File: src/rtl/fp16_mult_axis.sv
// fp16_mult_axis: 3-stage IEEE-754 binary16 multiplier with AXI4-Stream join/backpressure.
// Define FP16_MULT_FLAGS_EN to add m_axis_result_tuser = {invalid, overflow, underflow, inexact}.
module fp16_mult_axis #(
  parameter int LATENCY = 3
) (
  input  logic        aclk,
  input  logic        aresetn,
  input  logic        s_axis_a_tvalid,
  output logic        s_axis_a_tready,
  input  logic [15:0] s_axis_a_tdata,
  input  logic        s_axis_b_tvalid,
  output logic        s_axis_b_tready,
  input  logic [15:0] s_axis_b_tdata,
  output logic        m_axis_result_tvalid,
  input  logic        m_axis_result_tready,
  output logic [15:0] m_axis_result_tdata
`ifdef FP16_MULT_FLAGS_EN
  ,
  output logic [3:0]  m_axis_result_tuser
`endif
);
  generate
    if (LATENCY != 3) begin : g_lat_err
      $error("fp16_mult_axis supports only LATENCY=3");
    end
  endgenerate
  logic v1_q, v2_q, v3_q, adv, acc;
  logic s1_sa_q, s1_sb_q, s1_nan_q, s1_inf_q, s1_zero_q;
  logic [4:0] s1_ea_q, s1_eb_q;
  logic [10:0] s1_ma_q, s1_mb_q;
  logic s2_sign_q, s2_nan_q, s2_inf_q, s2_zero_q;
  logic [21:0] s2_prod_q;
  logic [6:0] s2_exp_q;
  logic a_z, a_i, a_n, b_z, b_i, b_n;
  logic hi, guard, sticky, ovf, unf, fin;
  logic [9:0] frac;
  logic [10:0] frac_r;
  logic signed [7:0] exp_f;
  logic [15:0] res_d, res_q;
  assign adv = !v3_q || m_axis_result_tready;
  assign acc = aresetn && adv && s_axis_a_tvalid && s_axis_b_tvalid;
  assign s_axis_a_tready = acc;
  assign s_axis_b_tready = acc;
  assign m_axis_result_tvalid = v3_q;
  assign m_axis_result_tdata = res_q;
  // Subnormals fall into the zero class, which flushes them while keeping the sign.
  assign a_z = s_axis_a_tdata[14:10] == 5'd0;
  assign a_i = &s_axis_a_tdata[14:10] && ~|s_axis_a_tdata[9:0];
  assign a_n = &s_axis_a_tdata[14:10] && |s_axis_a_tdata[9:0];
  assign b_z = s_axis_b_tdata[14:10] == 5'd0;
  assign b_i = &s_axis_b_tdata[14:10] && ~|s_axis_b_tdata[9:0];
  assign b_n = &s_axis_b_tdata[14:10] && |s_axis_b_tdata[9:0];
  always_comb begin
    hi = s2_prod_q[21];
    frac = hi ? s2_prod_q[20:11] : s2_prod_q[19:10];
    guard = hi ? s2_prod_q[10] : s2_prod_q[9];
    sticky = hi ? |s2_prod_q[9:0] : |s2_prod_q[8:0];
    frac_r = {1'b0, frac} + {10'd0, guard && (sticky || frac[0])};
    exp_f = {s2_exp_q[6], s2_exp_q} + {7'd0, hi} + {7'd0, frac_r[10]};
    ovf = exp_f >= 8'sd31;
    unf = exp_f <= 8'sd0;
    fin = !s2_nan_q && !s2_inf_q && !s2_zero_q;
    res_d = s2_nan_q  ? 16'h7E00 :
            s2_inf_q  ? {s2_sign_q, 15'h7C00} :
            s2_zero_q ? {s2_sign_q, 15'h0} :
            ovf       ? {s2_sign_q, 15'h7C00} :
            unf       ? {s2_sign_q, 15'h0} :
                        {s2_sign_q, exp_f[4:0], frac_r[9:0]};
  end
  always_ff @(posedge aclk) begin
    if (adv) begin
      s1_sa_q <= s_axis_a_tdata[15];
      s1_sb_q <= s_axis_b_tdata[15];
      s1_ea_q <= s_axis_a_tdata[14:10];
      s1_eb_q <= s_axis_b_tdata[14:10];
      s1_ma_q <= {1'b1, s_axis_a_tdata[9:0]};
      s1_mb_q <= {1'b1, s_axis_b_tdata[9:0]};
      s1_nan_q <= a_n || b_n || ((a_i || b_i) && (a_z || b_z));
      s1_inf_q <= a_i || b_i;
      s1_zero_q <= a_z || b_z;
      s2_sign_q <= s1_sa_q ^ s1_sb_q;
      s2_prod_q <= s1_ma_q * s1_mb_q;
      s2_exp_q <= 7'(s1_ea_q) + 7'(s1_eb_q) - 7'd15;
      s2_nan_q <= s1_nan_q;
      s2_inf_q <= s1_inf_q;
      s2_zero_q <= s1_zero_q;
    end
  end
  always_ff @(posedge aclk or negedge aresetn) begin
    if (!aresetn) begin
      v1_q <= 1'b0;
      v2_q <= 1'b0;
      v3_q <= 1'b0;
      res_q <= 16'h0;
    end else if (adv) begin
      v1_q <= acc;
      v2_q <= v1_q;
      v3_q <= v2_q;
      res_q <= res_d;
    end
  end
`ifdef FP16_MULT_FLAGS_EN
  logic [3:0] fl_d, fl_q;
  assign fl_d = {s2_nan_q, fin && ovf, fin && unf, fin && (guard || sticky || ovf || unf)};
  assign m_axis_result_tuser = fl_q;
  always_ff @(posedge aclk or negedge aresetn) begin
    if (!aresetn) fl_q <= 4'h0;
    else if (adv) fl_q <= fl_d;
  end
`endif
endmodule
File: config.mk
export PLATFORM = sky130hd
export DESIGN_NAME = fp16_mult_axis
export DESIGN_NICKNAME = d
export VERILOG_FILES = /design/src/rtl/fp16_mult_axis.sv
export SDC_FILE = /design/constraint.sdc
export NUM_CORES = 1
export LEC_CHECK = 0
export ABC_AREA = 1
export BUFFER_PORTS_ARGS = -buffer_cell sky130_fd_sc_hd__buf_2
export CAP_MARGIN = 5
export CORE_MARGIN = 4
export CORE_UTILIZATION = 56
export DETAILED_ROUTE_END_ITERATION = 6
export HOLD_SLACK_MARGIN = 0.05
export PLACE_DENSITY_LB_ADDON = 0.2
export SYNTH_ARGS = -nofsm -noshare
export SYNTH_HDL_FRONTEND = slang
export SYNTH_SLANG_ARGS = --single-unit
File: constraint.sdc
create_clock -name aclk -period 7.2 [get_ports aclk]
set_clock_uncertainty 0.2 [all_clocks]
set_input_delay 2.16 -clock aclk [delete_from_list [all_inputs] [get_ports aclk]]
set_output_delay 2.16 -clock aclk [all_outputs]
set_load 0.05 [all_outputs]
==> results of run 1 <==
[per-layer routing]
metal / part of all wire / GRT usage
met5: 0 / 0
met4: 0.016 / 0.0687
met3: 0.041 / 0.0255
met2: 0.46 / 0.310
met1: 0.48 / 0.287
[metrics by stage]
stage	std cells	hold WS, ns	instance area (sq um)	utilization
finish	1148	0.241	8720	0.626
CTS	1148	0.240	8720	0.626
detailed placement	1133	0.226	8410	0.604
global route	1148	0.245	8720	0.626
floorplan	921	0.200	8010	-
global placement	1133	0.204	8410	0.604
[how the worst min path moves through the flow]
stage | depth (start not counted) | slack [ns] | start | endpoint
6_report | 0 | 0.24 | s1_inf_q | s2_inf_q
5_1_grt | 0 | 0.24 | s1_inf_q | s2_inf_q
4_1_cts | 0 | 0.24 | s1_inf_q | s2_inf_q
3_5_place_dp | 0 | 0.23 | s1_inf_q | s2_inf_q
3_3_place_gp | 0 | 0.20 | s1_zero_q | s2_zero_q
2_1_floorplan | 0 | 0.20 | s1_inf_q | s2_inf_q
[cell usage in the layout, fill, tap and decap left out, types with 4 or more instances in the layout]
master     instances
nand2_1          228
inv_1            219
fa_1              82
ha_1              70
edfxtp_1          68
buf_2             55
nor2_1            47
nand3_1           37
a21oi_1           26
dfrtp_1           19
xor2_1            18
o21ai_0           15
nand4_1           12
clkbuf_16          9
xnor2_1            7
nand2_2            7
inv_2              6
o21bai_1           4
nor2_2             4
[sequential cells by signal, indices dropped and copies added, names as in the netlist]
name	count
v2_q	1
s1_nan_q	1
s2_exp_q	7
s2_nan_q	1
s1_sb_q	1
s1_inf_q	1
s1_ma_q	10
s2_prod_q	22
s1_sa_q	1
v1_q	1
s1_ea_q	5
s1_zero_q	1
s1_mb_q	10
s2_zero_q	1
m_axis_result_tvalid	1
s2_sign_q	1
s2_inf_q	1
s1_eb_q	5
m_axis_result_tdata	16
[layout make-up]
class	count	area, sq um	area share
Timing Repair Buffer	57	290	0.0333
Inverter	225	845	0.0968
Clock inverter	5	81.3	0.00932
Clock buffer	10	229	0.0262
Sequential cell	87	2520	0.289
Tap cell	180	225	0.0258
Multi-Input combinational cell	584	4540	0.520
[kinds of logic (layout without fill, tap and decap cells)]
kind of cell | count (synthesis) | count (layout) | synth area share
DFF | 87 | 87 | 0.314
AOI/OAI and AO/OA | 55 | 55 | 0.0376
xor gates and xnor gates | 25 | 25 | 0.0273
adders and majority gates | 152 | 152 | 0.314
and+or+nand+nor | 352 | 352 | 0.187
buffers and inverters | 250 | 297 | 0.119
[worst register-to-register path: stages (launching register included)]
cell	delay [ns]
edfxtp_1	0.57
nand2_1	0.14
inv_1	0.06
fa_1	0.49
inv_1	0.05
fa_1	0.53
inv_1	0.05
fa_1	0.50
fa_1	0.54
inv_1	0.05
fa_1	0.53
inv_1	0.04
ha_1	0.34
nand2_1	0.13
inv_1	0.06
a21oi_1	0.14
nor2_1	0.05
nor2_1	0.07
o21ai_0	0.15
nand2_1	0.10
nand2_1	0.06
xor2_1	0.14
==> run summary, run 1 <==
Setup repair after global routing left no endpoint under its margin. Data on the critical path is required at its endpoint by between 4 and 5 ns. The total wire length came out at 14500 microns. By area the synthesized netlist is led by edfxtp_1 25%, fa_1 20%, ha_1 11%. The reported max-cap violation count is 0.

The via count of the first global-routing pass is 5686. The core area came out at 0.0139 sq mm. The number of H-tree levels is 3.

The share of synthesized registers carrying an async set or reset came out at 0.218. The largest single stage delay on the critical path is 0.35 ns. Following the worst setup path forward leads to its endpoint at s_axis_a_tready. The total standard cell area after synthesis came out at roughly 0.008 sq mm. The tree is rooted in a clkbuf_16. The floorplan die width is 128 microns. Once detail routing completed, the nets flagged for antenna violations numbered 0. The setup check on the worst reg-to-reg path leaves a slack of between 1.5 and 2 ns. The fraction of layout cells with a size suffix above 1 is 0.0961. The relative slew slack came out at 0.388. STA classifies the critical path startpoint as an input port. The number of antenna violations at the first check in global routing was 0.

The min-delay analysis places its worst path in the category register to register. The fill cell total of the finished layout is 1232. The reg-to-reg critical path startpoint is s1_ma_q[1]. After synthesis the netlist holds a flip-flop and latch count of 87.

The count of port buffers added during placement is 55. The clock edge transition at the registers on the reported setup and hold paths is 0.06 ns. The total routing usage reported by global routing came out at 0.198. The final critical-path share of the clock period is 0.752. The endpoint of the worst-slack reg-to-reg timing path is s2_prod_q[20].

The most used standard cell by instance count after synthesis is nand2_1. The total overflow left after global routing is 0. The count of different cell masters after synthesis is 38. The diode insertion count for antenna repair came out at 0. The routed via count came out at 5688.

Setup violations remaining at the end of the flow were counted as 0. The detailed placer's ending HPWL is approximately 12000 microns. The signal on the critical path passes through buf_2 > nand4_1 > inv_1 > buf_2.

The final weighted congestion of routability-driven global placement came out at 0.870. The count of TritonRoute iterations in the first routing pass came out at 7. The highest attainable clock frequency came out at roughly 180 MHz.

The count of flip-flops with a built-in enable after synthesis came out at 68. The transition at the pin with the smallest max-transition slack came out at 0.918 ns. In the synthesized netlist the dominant register cell turns out to be edfxtp_1.

The number of failing hold endpoints at the final stage came out at 0. Of all cell types, the one taking the most synthesized area is edfxtp_1. The die height is between 100 and 150 microns. After synthesis, the most frequently instantiated cells are 228 x nand2_1, 220 x inv_1, 82 x fa_1. The startpoint-to-endpoint class of the critical path is input port to primary output. The synthesized net count came out at 1110. The floorplan has 43 rows. In the final design database the tool counted 1153 nets. The maximum buffer depth of the clock tree came out at 2.

The run finished with clean final reports. The die covers 0.0163 sq mm. The DRC violation count after routing came out at 0.

In this design, the largest share of critical-path delay is due to buffers and inverters. The cell that appears most often on the critical path is buf_2. The maximum number of pins on one net before global-route repair came out at 78. The number of design-rule violations left by the first detailed-router iteration came out at 288. The initial core utilization is 0.575. For this design, the slowest cell found on the critical path is buf_2. STA classifies the critical path endpoint as a primary output.

The average wire per standard cell came out at 12.6 microns. The critical path depth in cells came out at 4. The number of setup buffers added after CTS is 0. The post-route minimum period is 5.41 ns.

The ratio of routed vias to standard cells came out at 4.95. The origin of the worst setup path is aresetn. Hold repair after CTS inserted 0 buffers. The number of clock sinks came out at between 80 and 90.

The sequential area share after synthesis is 0.314. The post-route setup TNS is 0 ns. The portion of synthesized cell area occupied by the leading cell type is 0.255. The final worst slack came out at 1.79 ns. The worst register-to-register path has a depth of 21. Relative to the synthesized area, the layout overhead comes to 8.90%.

At the later pin of the worst-skew pair, clock insertion delay measures 0.35 ns. Synthesis produced a netlist whose cell count is 921. The global-route wire length before repair came out at roughly 26000 microns. The data arrival time of the critical path came out at 3.05 ns. The post-cts repair resize count came out at 0. Clock tree synthesis inserted a total of 9 buffers. The minimum setup slack after placement came out at 1.75 ns. The number of pins with negative max-slew slack in the final report is 0. The maximum net fanout on the critical path is 20.

The count of synthesis-stage warnings from yosys is 0. For this design the top-level I/O count stands at 56. The CTS tree is yes. The critical path contains buffers and inverters numbering 3 combined.

After synthesis, the mean cell area works out to 8.70 sq um.
Power of run 1 is left out: the tool's default activity adds up to more than one toggle a clock period on the data nets, which glitch-free logic cannot reach.
==> run 2: changes to the inputs <==
ABC_AREA = 0   (was 1)
CORE_UTILIZATION = 62   (was 56)
clock period = 5.4 ns   (was 7.2 ns; I/O delays follow)
==> run 2 against run 1 <==
  * Register-to-register slack got worse by 1.8 ns
  * Non-clock buffer count increased by 45
  * Hold slack got worse by 0.014 ns
  * Count of clock-buffer cells in the layout increased by 2
  * Critical path depth increased by 13
  * Utilization increased by 11 points
  * First-iteration DRC count increased by 8.7%
==> run summary, run 2 <==
The synthesized area per cell is ~10 sq um. The detailed router used layers up to and including met4. The die height came out at 120 microns.

Among all cell types in the netlist, the one instantiated most often is inv_1. The core area is 0.0121 sq mm. The maximum net fanout on the critical path is 6.

After clock tree synthesis, the clock-pin slew on the worst setup and hold paths is ~0.070 ns. The power density of the placed cells came out at 701 mW/mm^2. The sequential area share after synthesis came out at 0.325. The initialized floorplan defines 40 standard-cell rows. The post-route minimum period came out at 5.24 ns.

The leading cell type in the layout, fill and taps excluded is inv_1. The slowest stage of the critical path is the fa_1 cell. The final worst slack came out at 0.158 ns. The total routing usage reported by global routing is 0.237. The portion of synthesized cell area occupied by the leading cell type came out at 0.264. The number of standard cells after synthesis is around 740.

The die area came out at approximately 0.014 sq mm. The mux contribution to synthesized area came out at 0.00695. In this run the count of I/O pins placed on the die edge is 56. The maximum buffer depth of the clock tree came out at 2. OpenSTA, run right after detailed placement, puts the worst setup slack at -0.0356 ns. The via count of the first global-routing pass is just under 6000.

After synthesis, the most frequently instantiated cells are 134 x inv_1, 82 x fa_1, 78 x nand2_1. The startpoint-to-endpoint class of the critical path is register to register. Entering global routing, the biggest net connects 47 pins. The worst setup path is launched from a register. The number of register bits inferred by synthesis is 87. The number of flip-flops in the largest register is 22.

The worst-skew pair later-pin latency came out at around 0.35 ns. The reported max-cap violation count came out at 0. The critical path goes through buf_4 > nand2_1 > fa_1 > fa_1 > inv_1 > fa_1 > fa_1 > inv_1 > fa_1 > inv_1 > ha_1 > a211oi_2 > o21bai_1 > o21ba_2 > a211oi_4 > o21ai_2 > xor2_1. The synthesized net count came out at ~930. The library cells used most frequently in the layout, excluding fill and tap cells, are 132 x inv_1, 82 x fa_1, 77 x nand2_1, 68 x edfxtp_1, 66 x ha_1. The total standard cell area after synthesis came out at ~0.0077 sq mm. Across the VDD grid, the largest voltage drop is a little over 0.0006 V. The floorplan die width came out at 120 microns.

The final net count is 1015. The number of failing hold endpoints at the final stage is 0. Across all layers, the routed design uses 5485 vias. The cell taking the most area after synthesis is edfxtp_1. The highest attainable clock frequency is ~190 MHz.

For this run, design rule violations remaining after detail routing come to 0. The detailed placer's ending HPWL is 12400 microns. Yosys attributes the largest share of cell area to edfxtp_1 26%, fa_1 21%, ha_1 11%.

The fraction of layout cells with a size suffix above 1 is 0.181. The count of port buffers added during placement came out at 55. The number of buffers inserted during clock tree synthesis came out at 9.

The most used cell along the critical path is fa_1. The relative area change from synthesis to final layout is 14.6%. The number of H-tree levels is 3. The CTS root buffer is clkbuf_16. The number of clock sinks came out at 87. The count of flip-flops with a built-in enable after synthesis is slightly below 70. The post-synthesis compound-gate area fraction is 0.0881.

The detailed router put a total of 6690 microns of wire on met1. The count of different cell masters after synthesis came out at 66. In this run the worst hold path is classified as register to register. The number of pins with negative max-slew slack in the final report came to 0.

The number of endpoints failing setup at the final stage came out at 0. Data on the critical path is required at its endpoint by 5.29 ns. The post-synthesis simple-gate area fraction came out at 0.135. The tightest hold path in the finished design has a slack of 0.227 ns. For the pin with the worst max-slew slack, the measured transition is 0.610 ns. The number of antenna violations at the first check in global routing came out at 0. The largest register by flop count is s2_prod_q. After detailed routing, the met3 layer carries 723 microns of wire. The leakage power figure is between 0.004 and 0.005 uW. After synthesis, the largest family of logic cells by area is adder cells. The synthesized-area fraction occupied by adder cells came out at 0.325.

The share of synthesized registers carrying an async set or reset came out at 0.218. The detail route stage leaves a number of antenna-violating nets equal to 0. The count of synthesis-stage warnings from yosys came out at 0.

The relative slew slack came out at 0.593. The final critical-path share of the clock period is 0.971. For this configuration, the core starts out at a cell density of 0.639. The repair_antennas step left the layout with diodes totalling 0. The met2 wire length is 7940 microns. The average wire per standard cell came out at 15.8 microns. The global-route wire length before repair came out at 27100 microns.

The CTS tree is yes. The endpoint type of the worst setup path is a register. The XOR/XNOR share of the synthesized area is 0.0385.

The count of TritonRoute iterations in the first routing pass came out at 5. The primary flip-flop cell chosen by synthesis mapping is edfxtp_1. The largest stage delay on the critical path is between 0.5 and 0.6 ns. After detailed routing, the number of vias per cell comes to roughly 5.5. Wires add up to between 15000 and 20000 microns. The congestion estimate from routability-driven global placement came to 0.954. Data on the critical path arrives at its endpoint at roughly 5 ns. The first routing iteration left between 300 and 400 violations. The flow ran to the end, and the final reports show no timing, DRC or antenna violations. The residual overflow from global routing is 0.
-- run 2: final cells by class --
cell class | count | area [sq um]
fillers | 864 | 3240
repair buffers | 102 | 627
well taps | 168 | 210
flip-flops and latches | 87 | 2520
clock buffers | 12 | 289
multi-input cells | 491 | 4680
clock inverters | 4 | 37.5
inverters | 135 | 507
-- run 2: critical path: cells and delay by family, from the launching register on --
kind,cells,cell delay (ns)
AOI/OAI and AO/OA,5,0.85
xor gates and xnor gates,1,0.16
adders and majority gates,6,2.88
buffers and inverters,4,0.33
DFF,1,0.51
and+or+nand+nor,1,0.06
-- run 2: timing repair --
action,CTS,global route
setup buffers,2,21
pin swaps,0,7
hold buffers,0,0
resized for setup,3,18
endpoints found under the setup margin,3,9
-- run 2: final timing paths --
path | startpoint | end | slack [ns] | depth (start not counted)
max in group asynchronous | aresetn | m_axis_result_tdata[9] | 3.69 | 1
worst min register to register | s1_inf_q | s2_inf_q | 0.23 | 0
worst max-delay path | s1_ma_q[5] | s2_prod_q[17] | 0.16 | 17
worst max register to register | s1_ma_q[5] | s2_prod_q[17] | 0.16 | 17
worst min-delay path | s1_inf_q | s2_inf_q | 0.23 | 0
min in group asynchronous | aresetn | v2_q | 1.00 | 1
-- run 2: metrics by stage --
step	power [uW]	TNS (ns)	util	std cells	area (sq um)
final	6220	0	0.732	999	8870
after global routing	6880	-0.0412	0.732	999	8870
after CTS	5960	0	0.714	978	8640
after detailed placement	5200	-0.0547	0.685	960	8290
after global placement	5090	0	0.685	960	8290
after floorplan	4320	0	-	739	7750
-- run 2: per-layer routing --
layer | GRT usage | up-vias
li1 | - | 2616
met1 | 0.301 | 2690
met2 | 0.414 | 140
met3 | 0.0353 | 39
met4 | 0.0895 | 0
met5 | 0 | -
-- run 2: where the power goes --
part	internal, uW	leakage [uW]	switching, uW
registers	1110	0.000958	172
clock network	388	0.000162	276
logic	1910	0.00317	2360
-- run 2: cells by family after synthesis --
logic type,after synthesis
fa+ha+maj,152
xor+xnor,34
buf+inv,161
flops,87
compound gates,94
mux,5
simple gates,206
(Power assumes the default switching activity.)
